===== config.mk =====
export PLATFORM = sky130hd
export DESIGN_NAME = xor4_v_equation
export DESIGN_NICKNAME = d
export VERILOG_FILES = /design/src/rtl/xor4_pkg.sv /design/src/rtl/xor4_core.sv /design/src/rtl/xor4_v_equation.sv
export SDC_FILE = /design/constraint.sdc
export NUM_CORES = 1
export LEC_CHECK = 0
export CORE_AREA = 2 2 39 41
export CTS_CLUSTER_SIZE = 30
export DETAILED_ROUTE_END_ITERATION = 10
export DIE_AREA = 0 0 41 43
export GPL_TIMING_DRIVEN = 0
export PLACE_DENSITY = 0.48
export SKIP_CTS_REPAIR_TIMING = 1
export SLEW_MARGIN = 15
export SYNTH_ARGS = -nofsm -noshare
export SYNTH_HDL_FRONTEND = slang
export SYNTH_SLANG_ARGS = --single-unit

===== constraint.sdc =====
create_clock -name i_clk -period 1.44 [get_ports i_clk]
set_input_delay 0.144 -clock i_clk [delete_from_list [all_inputs] [get_ports i_clk]]
set_output_delay 0.144 -clock i_clk [all_outputs]
set_load 0.05 [all_outputs]

===== src/rtl/xor4_pkg.sv =====
// Shared types and constants for the registered 4-input odd-parity unit.
package xor4_pkg;

  typedef logic [3:0] nibble_t;  // bit 3 = A, bit 0 = D
  typedef logic [2:0] ones_t;

  localparam int unsigned LATENCY = 1;

  // Bit n set <=> nibble n has odd parity.
  localparam logic [15:0] ODD_MINTERMS = 16'b0110_1001_1001_0110;

endpackage


===== src/rtl/xor4_core.sv =====
// Combinational parity leaf: sum-of-products odd-parity equation plus a 1's count.
module xor4_core
  import xor4_pkg::*;
(
  input  nibble_t nibble,
  output logic    parity,
  output ones_t   ones
);

  logic a, b, c, d;

  assign a = nibble[3];
  assign b = nibble[2];
  assign c = nibble[1];
  assign d = nibble[0];

  // One product term per odd-weight minterm: 1, 2, 4, 7, 8, 11, 13, 14.
  assign parity = (~a & ~b & ~c &  d)
                | (~a & ~b &  c & ~d)
                | (~a &  b & ~c & ~d)
                | (~a &  b &  c &  d)
                | ( a & ~b & ~c & ~d)
                | ( a & ~b &  c &  d)
                | ( a &  b & ~c &  d)
                | ( a &  b &  c & ~d);

  assign ones = {2'b00, a} + {2'b00, b} + {2'b00, c} + {2'b00, d};

endmodule


===== src/rtl/xor4_v_equation.sv =====
// Registered 4-input odd-parity unit with popcount and valid pulse.
// Optional running-XOR accumulator (i_clr/o_acc) is built when XOR4_ACCUM_EN is defined.
module xor4_v_equation
  import xor4_pkg::*;
(
  input  logic       i_clk,
  input  logic       i_rst_n,
  input  logic       i_a,
  input  logic       i_b,
  input  logic       i_c,
  input  logic       i_d,
  input  logic       i_valid,
`ifdef XOR4_ACCUM_EN
  input  logic       i_clr,
  output logic       o_acc,
`endif
  output logic       o_f,
  output logic [2:0] o_ones,
  output logic       o_valid
);

  nibble_t nibble;
  logic    parity;
  ones_t   ones;

  logic    f_reg;
  ones_t   ones_reg;
  logic    valid_reg;

  assign nibble = {i_a, i_b, i_c, i_d};

  xor4_core u_core (
    .nibble (nibble),
    .parity (parity),
    .ones   (ones)
  );

  always_ff @(posedge i_clk or negedge i_rst_n) begin
    if (!i_rst_n) begin
      f_reg     <= 1'b0;
      ones_reg  <= '0;
      valid_reg <= 1'b0;
    end else begin
      valid_reg <= i_valid;
      if (i_valid) begin
        f_reg    <= parity;
        ones_reg <= ones;
      end
    end
  end

  assign o_f     = f_reg;
  assign o_ones  = ones_reg;
  assign o_valid = valid_reg;

`ifdef XOR4_ACCUM_EN
  logic acc_reg;

  // Clear wins over a same-cycle accept; the sample still updates o_f/o_ones.
  always_ff @(posedge i_clk or negedge i_rst_n) begin
    if (!i_rst_n) begin
      acc_reg <= 1'b0;
    end else if (i_clr) begin
      acc_reg <= 1'b0;
    end else if (i_valid) begin
      acc_reg <= acc_reg ^ parity;
    end
  end

  assign o_acc = acc_reg;
`endif

endmodule


==> impl_results.md, run 1 <==
- Status: finished clean
- Total track usage: between 6 and 7%
- Antenna Nets Post-Route: 0
- Sw frac: 33.90%
- Clock group share of total power: 30.7%
- Rel. slew slack: roughly two thirds
- Num CTS Buffers: 3
- Leading cell type in the layout, fill and taps excluded: dlymetal6s2s_1
- Slowest stage delay, CP: 470 ps
- Root Buffer Master: clkbuf_4
- HP Class: input port to asynchronous set/reset pin
- WL final: 538 um
- DRT iter0 DRCs: 0
- Core area: approximately 0.0014 sq mm
- Min Tclk post-route: 1409 ps
- Share of post-route cells with drive strength above 1: 25.00%
- Worst EP required: 1560 ps
- Reg2reg end: o_ones[0]
- Rows: 14
- DRC: 0
- Final Cycle Share: 97.82%
- Area grow syn2layout: 57.96%
- Critical path's top delay family: adder cells
- Reg2Reg Setup Slack: 680 ps
- Slowest-stage cell, CP: clkdlybuf4s50_1
- Synth warn: 0
- R2r startpoint: o_ones[0]
- Avg Cell Area, Syn: 13.47 sq um
- Yosys cell types: 9
- Vias in the first global route: 196
- First-pass GRT wire length: 696 um
- Cell Int Power: 334.6 uW
- Peak Freq: 709.9 MHz
- Grt total ovfl: 0
- Sw power: 171.6 uW
- Cells along the critical path: clkdlybuf4s50_1, fa_2, ha_1, mux2_2
- Count of final max-slew check failures: 0
- Horiz. Die Dim: 41 um
- Initial antenna violation count: 0
- Lkg Pwr: between 0.2 and 0.3 nW
- Setup ws final: 31.41 ps
- RSZ-0062 raised after global routing: no
- IO Count: 12
- Vias/cell: 4.019
- H-tree levels: 1
- GP Congestion: about 0.57
- Worst vdd ir: 0.0002400 V
- WP data arrival: 1530 ps
- TNS Setup: 0 ps
- Setup Crit Path Kind: input port to register
- CP bufs+invs: 1
- Final hold violations: 0
- Seq cells post-synth: 5
- Layout Skew: 0 ps
- Part of the power in registers: 33.8%
- Seq/Total Area, Yosys: 44.25%
- Clock-pin slew of the registers on the worst-case setup and hold paths: 40 ps
- Setup-failing EPs final: 0
- Input/output buffers: 11
- CTS Sinks: 5
- Pin count of the biggest net entering global routing: 8
- Die Y: 43 um
- Antenna Cells: 0
- Mapped Cells: 21
- Final nets: 50
- Worst Tran Pin Value: between 500 and 600 ps
- Reg2reg path depth: 1
- Setup Slack @ Placement: -626.2 ps
- WL per Instance: 10.35 um
- Starting Density: 20.43%
- CTS tree: built
- Syn_nets: 34
- Worst-path maximum fanout: 2
- Clock buffer depth: 2
- DR pass1 iterations: 1
- Worst setup SP type: input port
- Clock Latency Late Sink: 240 ps
- Power per cell area: 1133 mW/mm^2
- Cell Area, Synth: about 280 sq um
- Dpl hpwl: 462.7 um
- Combinational power share: 35.5%
- Critical Path Sink Type: register
- Die area: between 0.0015 and 0.002 sq mm
- Max_cap viols: 0
- Commonest cells after routing, fill and taps aside: dlymetal6s2s_1 (6), ha_1 (5), dfrtp_1 (5)
- Via count: between 200 and 250
## power by group through the flow
| stage | Clock [mW] | Sequential (mW) | Combinational (mW) |
|---|---|---|---|
| after global placement | 0 | 0.173 | 0.185 |
| after CTS | 0.165 | 0.173 | 0.187 |
| after detailed placement | 0 | 0.175 | 0.186 |
| after global routing | 0.171 | 0.174 | 0.191 |
| after floorplan | 0 | 0.247 | 0.0356 |
| final | 0.155 | 0.171 | 0.180 |
## synthesized netlist by cell type
cell	n	area [sq um]
dfrtp_1	5	125.1
ha_1	5	62.56
mux2_2	3	33.78
inv_1	2	7.510
nor2_1	2	7.510
a311oi_1	1	8.760
fa_1	1	20.02
nor4b_1	1	8.760
xnor2_1	1	8.760
## layer usage
layer / global-route usage (%) / share of wire (%)
met1: 5.537 / 36
met4: 8.000 / 0
met2: 9.688 / 50
met3: 1.571 / 14
met5: 0 / 0
## cells by family (layout without fill, tap and decap cells)
kind of cell    after synthesis  after routing  share of synthesized area [%]
compound gates                1              1                          3.098
xor+xnor                      1              1                          3.098
fa+ha+maj                     6              6                          29.20
buf+inv                       2             17                          2.656
flops                         5              5                          44.25
mux                           3              3                          11.95
simple gates                  3              3                          5.754
## how the worst max path moves through the flow
stage,endpoint,cells past startpoint,slack [ps],from
2_1_floorplan,o_ones[1],5,10,i_a
6_report,o_ones[1],4,30,i_d
4_1_cts,o_ones[1],6,-380,i_a
3_3_place_gp,o_ones[1],6,-570,i_a
5_1_grt,o_ones[1],6,5,i_a
3_5_place_dp,o_ones[1],6,-630,i_a
## registers in the layout, indices dropped and copies added, names as in the netlist
name     count
o_valid      1
o_ones       3
o_f          1
## area by class of cell
type	count	area, sq um
Fill cell	138	937.1
Multi-Input combinational cell	14	152.6
Sequential cell	5	125.1
Timing Repair Buffer	11	115.1
Clock buffer	4	26.28
Tap cell	16	20.02
Inverter	2	7.507
## per-stage QoR
stage	utilization, %	hold WS [ps]	instances	area [sq um]	power (mW)
2_1_floorplan	-	-151.6	21	285.3	0.2823
3_3_place_gp	30.02	376.1	48	415.4	0.3575
3_5_place_dp	30.02	381.7	48	415.4	0.3605
4_1_cts	31.92	123.2	52	441.7	0.5250
5_1_grt	32.28	149.3	52	446.7	0.5351
6_report	32.28	125.0	52	446.7	0.5063
Note: power is estimated with default switching activity, not from simulation.
==> inputs of run 2 (changes only) <==
Settings changed: GPL_ROUTABILITY_DRIVEN from default to 1.
==> results of run 2 <==
Same layout as run 1: the final DEF is identical, and so are final timing and power.
